[src/rtl/approx_mw_add_ctrl.sv]
// rtl/approx_mw_add_ctrl.sv - byte-serial approximate adder sequencer (optional error monitor: APPROX_ERRMON_EN)
// One shared 8-bit approximate slice is walked LSB byte first, carrying through a register between cycles.
module approx_mw_add_ctrl #(
  parameter int WORDS = 4,
  parameter int CW    = 4
) (
  input  logic                 clk,
  input  logic                 rst_n,
  input  logic                 in_valid,
  output logic                 in_ready,
  input  logic [8*WORDS-1:0]   op_a,
  input  logic [8*WORDS-1:0]   op_b,
  input  logic                 cin,
  output logic                 out_valid,
  input  logic                 out_ready,
  output logic [8*WORDS-1:0]   sum,
  output logic                 cout,
  output logic                 busy
`ifdef APPROX_ERRMON_EN
  ,
  output logic                 err
`endif
);

  typedef enum logic [1:0] {S_IDLE, S_RUN, S_HOLD} state_t;

  localparam logic [CW-1:0] LAST = CW'(WORDS - 1);

  state_t               r_state;
  logic                 r_in_ready;
  logic                 r_out_valid;
  logic                 r_busy;
  logic [8*WORDS-1:0]   r_a;
  logic [8*WORDS-1:0]   r_b;
  logic [8*WORDS-1:0]   r_sum;
  logic                 r_cout;
  logic                 r_carry;
  logic [CW-1:0]        r_cnt;

  logic [7:0]           w_a_byte;
  logic [7:0]           w_b_byte;
  logic [8:0]           w_slice;

  // Sum bit is OR-ed with the incoming carry instead of XOR-ed; carry logic is exact.
  function automatic logic [8:0] f_approx_slice(input logic [7:0] a, input logic [7:0] b,
                                                input logic c);
    logic [7:0] s;
    logic       k;
    k = c;
    for (int i = 0; i < 8; i++) begin
      s[i] = (a[i] ^ b[i]) | k;
      k    = (a[i] & b[i]) | ((a[i] ^ b[i]) & k);
    end
    return {k, s};
  endfunction

  assign w_a_byte = r_a[8*r_cnt +: 8];
  assign w_b_byte = r_b[8*r_cnt +: 8];
  assign w_slice  = f_approx_slice(w_a_byte, w_b_byte, r_carry);

`ifdef APPROX_ERRMON_EN
  logic       r_ecarry;
  logic       r_err;
  logic [8:0] w_exact;
  logic       w_byte_diff;

  assign w_exact     = {1'b0, w_a_byte} + {1'b0, w_b_byte} + {8'd0, r_ecarry};
  // Bytewise mismatch plus a final carry mismatch is equivalent to comparing {cout,sum} whole.
  assign w_byte_diff = (w_slice[7:0] != w_exact[7:0]) ||
                       ((r_cnt == LAST) && (w_slice[8] != w_exact[8]));
  assign err         = r_err;
`endif

  always_ff @(posedge clk) begin
    if (!rst_n) begin
      r_state     <= S_IDLE;
      r_in_ready  <= 1'b0;
      r_out_valid <= 1'b0;
      r_busy      <= 1'b0;
      r_a         <= '0;
      r_b         <= '0;
      r_sum       <= '0;
      r_cout      <= 1'b0;
      r_carry     <= 1'b0;
      r_cnt       <= '0;
`ifdef APPROX_ERRMON_EN
      r_ecarry    <= 1'b0;
      r_err       <= 1'b0;
`endif
    end else begin
      case (r_state)
        S_IDLE: begin
          if (r_in_ready && in_valid) begin
            r_a        <= op_a;
            r_b        <= op_b;
            r_carry    <= cin;
            r_cnt      <= '0;
            r_in_ready <= 1'b0;
            r_busy     <= 1'b1;
            r_state    <= S_RUN;
`ifdef APPROX_ERRMON_EN
            r_ecarry   <= cin;
            r_err      <= 1'b0;
`endif
          end else begin
            r_in_ready <= 1'b1;
          end
        end
        S_RUN: begin
          r_sum[8*r_cnt +: 8] <= w_slice[7:0];
          r_carry             <= w_slice[8];
          r_cnt               <= r_cnt + CW'(1);
`ifdef APPROX_ERRMON_EN
          r_ecarry            <= w_exact[8];
          r_err               <= r_err | w_byte_diff;
`endif
          if (r_cnt == LAST) begin
            r_cout      <= w_slice[8];
            r_busy      <= 1'b0;
            r_out_valid <= 1'b1;
            r_state     <= S_HOLD;
          end
        end
        S_HOLD: begin
          if (out_ready) begin
            r_out_valid <= 1'b0;
            r_in_ready  <= 1'b1;
            r_state     <= S_IDLE;
          end
        end
        default: r_state <= S_IDLE;
      endcase
    end
  end

  assign in_ready  = r_in_ready;
  assign out_valid = r_out_valid;
  assign busy      = r_busy;
  assign sum       = r_sum;
  assign cout      = r_cout;

endmodule

[config.mk]
export PLATFORM = sky130hd
export DESIGN_NAME = approx_mw_add_ctrl
export DESIGN_NICKNAME = d
export VERILOG_FILES = /design/src/rtl/approx_mw_add_ctrl.sv
export SDC_FILE = /design/constraint.sdc
export NUM_CORES = 1
export LEC_CHECK = 0
export ABC_CLOCK_PERIOD_IN_PS = 5500
export CORE_ASPECT_RATIO = 0.6
export CORE_MARGIN = 2
export CORE_UTILIZATION = 40
export CTS_CLUSTER_DIAMETER = 80
export DETAILED_ROUTE_END_ITERATION = 12
export PLACE_DENSITY = 0.66
export SYNTH_ARGS = -nofsm -noshare
export SYNTH_HDL_FRONTEND = slang
export SYNTH_SLANG_ARGS = --single-unit
[constraint.sdc]
create_clock -name clk -period 5.5 [get_ports clk]
set_input_delay 1.1 -clock clk [delete_from_list [all_inputs] [get_ports clk]]
set_output_delay 1.1 -clock clk [all_outputs]
set_load 0.05 [all_outputs]
# Yosys cells after proc, flatten, opt, wreduce, memory -nomap -nowiden
# Cells that the tools add are included.
# W data, S select, Z words.
totals:
  latch_bits: 0
  mem_bits_ro: 0
  n_memories: 0
  ram_bits: 0
  ff_bits: 107
classes:
  mux: 18
  n_bitwise: 40
  div_mod_pow: 0
  n_shift: 4
  reduce_logical: 12
  order_cmp: 0
  mul: 0
  eq_ne: 6
  add_sub_neg: 2
op_table:
  columns: ["op", "count"]
  rows:
  - ["$shiftx A32 B8 Y8", 2]
  - ["$neg A7 Y34", 1]
  - ["$shift A8 B34 Y32 const A", 1]
  - ["$shiftx A8 B34 Y32", 1]
  - ["$bwmux W32", 1]
  - ["$and A1 B1 Y1", 16]
  - ["$or A1 B1 Y1", 16]
  - ["$reduce_and A3 Y1", 3]
  - ["$pmux W1 S2", 4]
  - ["$pmux W4 S2", 1]
  - ["$reduce_and A2 Y1", 4]
  - ["$xor A1 B1 Y1", 8]
  - ["$mux W1", 7]
  - ["$mux W2", 3]
  - ["$ne A2 B2 Y1 const B", 3]
  - ["$pmux W2 S3", 1]
  - ["$reduce_bool A2 Y1", 3]
  - ["$add A4 B1 Y4 const B", 1]
  - ["$eq A4 B2 Y1 const B", 1]
  - ["$mux W4", 1]
  - ["$eq A2 B1 Y1 const B", 1]
  - ["$eq A2 B2 Y1 const B", 1]
  - ["$logic_not A2 Y1", 1]
  - ["$logic_and A1 B1 Y1", 1]

# Logic depth before layout (Yosys ltp)
logic_depth:
  depth_word: 19
  depth_mapped: 10
  depth_no_buf: 8

# Worst setup path after synthesis
# Ideal clock, no wire load.
synth_path:
  path_kind: "register to register"
  startpoint: "register r_cnt[0]"
  endpoint: "register r_sum[29] (netlist: sum[29])"
  required_ns: 5.372
  stages_incl_launch_ff: 11
  path_buffers: 2
  synth_period_minus_slack_ns: 2.921
  path_slack_ns: 2.579
  arrival_ns: 2.794
  path_cell_list: "dfxtp_1 buf_6 buf_2 mux4_2 and2_1 ha_1 a211o_1 a2111oi_2 o21bai_1 a22oi_1 nor2_1"
synth_between:
  elab_chain_cells: 19
  word_cells_on_any_way: 43
  cone_classes: "add/sub (1); shift (4); mux (1); bitwise (37)"
synth_rtl:
  columns: ["item", "line_no", "source"]
  rows:
  - ["from (decl)", "38", "logic [CW-1:0] r_cnt;"]
  - ["from (signal assigned)", "112", "r_cnt <= r_cnt + CW'(1);"]
  - ["$shiftx A32 B8 Y8 (on tied branches)", "57, 58", null]
  - ["$xor A1 B1 Y1", "51, 52", null]
  - ["$and A1 B1 Y1", "52", "k = (a[i] & b[i]) | ((a[i] ^ b[i]) & k);"]
  - ["$or A1 B1 Y1", "52", null]
  - ["$and A1 B1 Y1", "52", null]
  - ["$or A1 B1 Y1", "52", null]
  - ["$and A1 B1 Y1", "52", null]
  - ["$or A1 B1 Y1", "52", null]
  - ["(+3 left out)", null, null]
  - ["$or A1 B1 Y1", "52", null]
  - ["$and A1 B1 Y1", "52", null]
  - ["$or A1 B1 Y1", "52", null]
  - ["$and A1 B1 Y1", "52", null]
  - ["$or A1 B1 Y1", "52", null]
  - ["$or A1 B1 Y1", "51", "s[i] = (a[i] ^ b[i]) | k;"]
  - ["$shiftx A8 B34 Y32", "110", "r_sum[8*r_cnt +: 8] <= w_slice[7:0];"]
  - ["$bwmux W32 (*)", "110", null]
  - ["to (signal, indexed assignment)", "110", null]
  - ["to (decl)", "35", "logic [8*WORDS-1:0] r_sum;"]
# Every way passes the cells marked *; elsewhere a longest branch is shown, timed or not.
# A chain may end at the register's enable or synchronous reset.

# Worst setup path in the final report
layout_path:
  startpoint: "register r_cnt[0]"
  endpoint: "register r_sum[30] (netlist: sum[30])"
# The elaborated chain is that of the path after synthesis.

==> metrics.yaml <==
run_status:
  status: "finished, final reports clean"
floorplanning:
  die_y_um: 88.4
  rows: 30
  coreArea_um2: 11400
  die-width_um: 145
  start_util_pct: 41.5
  pin_count: 105
  die-area_um2: 12800
drt:
  drtIter0Drc: 352
  viasPerCell: 5.23
  drc: 0
  ant_nets: 0
  wire_per_inst_um: 15.4
  firstDrtPassIters: 5
  routed_wl_mm: 12.2
  vias: 4145
layout:
  final_cell_mix: "139 x nand2_1, 106 x dfxtp_1, 104 x clkdlybuf4s50_1, 80 x a21oi_1, 45 x nor2_1"
  nets: 708
  diodes: 0
  multiInputGateArea_um2: 2410
  drive_gt1_share_pct: 7.74
  num-fill-cells: 1076
  final_common_cell: "nand2_1"
  seq_area_um2: 2140
  area_growth_pct: 29.2
clock_network:
  cts_resized: 0
  clockBufferDepth: 2
  cts-root-buf: "clkbuf_16"
  cts_tree: "done"
  clk_pin_slew_worst_paths_ns: 0.07
  cts_made_buffers: 9
  clock_latency_ns: 0.34
  postCtsSetupBuffers: 0
  cts_max_level: 3
  clock-sinks: 107
  cts_hold_buf: 0
worst_setup_path:
  worst_r2r_path_depth: 8
  cpPeakStageDelay_ns: 0.89
  endpoint: "sum[30]"
  crit_buf_inv: 0
  r2r_end: "sum[30]"
  cpMostUsedCell: "a22oi_1"
  reg2reg_setup_slack_ns: 1.90
  crit_path_end_kind: "flip-flop"
  worstPathArrival_ns: 3.78
  path_depth: 8
  crit_start: "r_cnt[0]"
  worstSetupPathType: "reg2reg"
  worstPathMaxFanout: 27
  cp_top_family: "compound AO/OA/AOI/OAI gates"
  crit_required_ns: 5.69
  critical_path.cell_chain: "mux4_2 > and2_1 > ha_1 > and3_1 > a221oi_1 > a22oi_1 > a22oi_1 > nor2_1"
  start_kind: "flip-flop"
  reg2reg_from: "r_cnt[0]"
  crit_slowest_cell: "dfxtp_2"
logic_synthesis:
  seq_area_frac_synth_pct: 45.1
  syn_nets: 625
  synth_area_um2: 4750
  netlist_instances: 545
  synth_seq_cells: 107
  synthArstFlopShare_pct: 0
  synth-main-ff-cell: "dfxtp_1"
  synth_enable_flop_cells: 0
  yosysWarnings: 0
  synthDistinctLibCells: 50
  postSynthAreaPerCell_um2: 8.71
global_route:
  antenna_found_initial: 0
  grt_pass1_wl_mm: 19.7
  grt_max_degree: 71
  grt_pass1_vias: 3930
  gr-total-overflow: 0
  grt_use_total_pct: 19.9
pwr:
  vdd_drop_max_mv: 0.166
  power_mw: 1.71
  power-per-cell-area_nw_per_um2: 279
  p_leak_nw: 2.16
timing:
  tightest_slew_ns: 1.12
  grt_setup_unrepaired: "no"
  tns_ns: 0
  hold_viol_final: 0
  maxSlewViolCount: 0
  post-route-min-period_ns: 3.60
  fmax_mhz: 278
  setup_viol_count_final: 0
  fin_crit_sh_pct: 65.4
  slew_headroom_pct: 25.2
  fin_skew_ns: 0.00627
placement:
  io_buffers: 104
  routabilityCongestion: 0.830
  dp_hpwl_mm: 8.91
hold_path:
  whs_path_depth: 2
  worstHoldPathType: "reg2reg"
run:
  max-cap-violations: 0
through the flow:
stage          setup slack, ns  util (%)  instances  area [um^2]  hold slack, ns
4_1_cts                   1.93      53.6        793         6130           0.455
6_report                  1.90      53.6        793         6130           0.452
2_1_floorplan             2.58         -        545         4750           0.433
3_5_place_dp              1.96      51.0        777         5840           0.446
3_3_place_gp              2.09      51.0        777         5840           0.440
5_1_grt                   1.66      53.6        793         6130           0.470
worst min path at each step:
stage | start | end | slack [ns]
6_report | r_a[27] | r_a[27] | 0.45
5_1_grt | r_b[29] | r_b[29] | 0.47
4_1_cts | r_a[27] | r_a[27] | 0.46
3_5_place_dp | r_b[25] | r_b[25] | 0.45
3_3_place_gp | r_a[26] | r_a[26] | 0.44
2_1_floorplan | r_a[16] | r_a[16] | 0.43
flip-flops by register name (all words and copies together), names as in the netlist:
| register | count |
|---|---|
| busy | 1 |
| sum | 32 |
| r_cnt | 4 |
| in_ready | 1 |
| r_carry | 1 |
| r_state | 2 |
| r_a | 32 |
| r_b | 32 |
| out_valid | 1 |
| cout | 1 |
cell type report:
type	instances	area share [%]
clock buffer	12	4.02
inverter	5	0.306
timing repair buffer	107	17.3
clock inverter	4	0.816
sequential	107	34.9
tap	160	3.26
multi-input combinational	398	39.3
worst register-to-register path: stages, from the launching register on:
cell and delay (ns):
dfxtp_2 0.89, mux4_2 0.63, and2_1 0.18, ha_1 0.35, and3_1 0.20, a221oi_1 0.60, a22oi_1 0.32, a22oi_1 0.22
nor2_1 0.06
where the power goes:
part           switching, mW  leakage (nW)  internal [mW]
clock network          0.279         0.139          0.365
registers             0.0262         0.869          0.805
logic                  0.122          1.15          0.110
cells in the mapped netlist, types with 2 or more instances:
master | n | area share, %
a211o_1 | 2 | 0.37
a211oi_2 | 6 | 1.6
a21o_1 | 2 | 0.32
a21oi_1 | 80 | 8.4
a22oi_1 | 7 | 1.1
a311oi_1 | 2 | 0.37
a31oi_1 | 2 | 0.26
and2_1 | 16 | 2.1
and3_1 | 2 | 0.26
buf_2 | 8 | 0.84
clkbuf_1 | 23 | 1.8
dfxtp_1 | 107 | 45
ha_1 | 11 | 2.9
inv_1 | 5 | 0.40
mux2i_1 | 6 | 1.3
mux4_2 | 16 | 7.6
nand2_1 | 139 | 11
nand2b_1 | 3 | 0.40
nand3_1 | 10 | 1.1
nand4_1 | 3 | 0.40
nand4b_1 | 2 | 0.37
nor2_1 | 45 | 3.6
nor3_1 | 9 | 0.95
nor3b_1 | 3 | 0.47
o21a_1 | 4 | 0.63
o21ai_0 | 5 | 0.53
o21bai_1 | 2 | 0.32
o31ai_1 | 3 | 0.47
logic make-up (layout without fill, tap and decap cells):
logic type / Yosys count / after routing / synth area share, %
buf+inv: 40 / 128 / 4.11
mux: 22 / 22 / 8.85
fa+ha+maj: 11 / 11 / 2.90
xor+xnor: 1 / 1 / 0.184
compound gates: 122 / 122 / 16.0
simple gates: 242 / 242 / 22.8
flops: 107 / 107 / 45.1
metal layers:
layer	GRT usage [%]	vias up	part of all wire (%)
li1	-	2045	-
met1	29.7	1945	51
met2	29.4	142	42
met3	4.38	13	6.2
met4	4.85	0	1.0
met5	0	-	0
(Power assumes the default switching activity.)
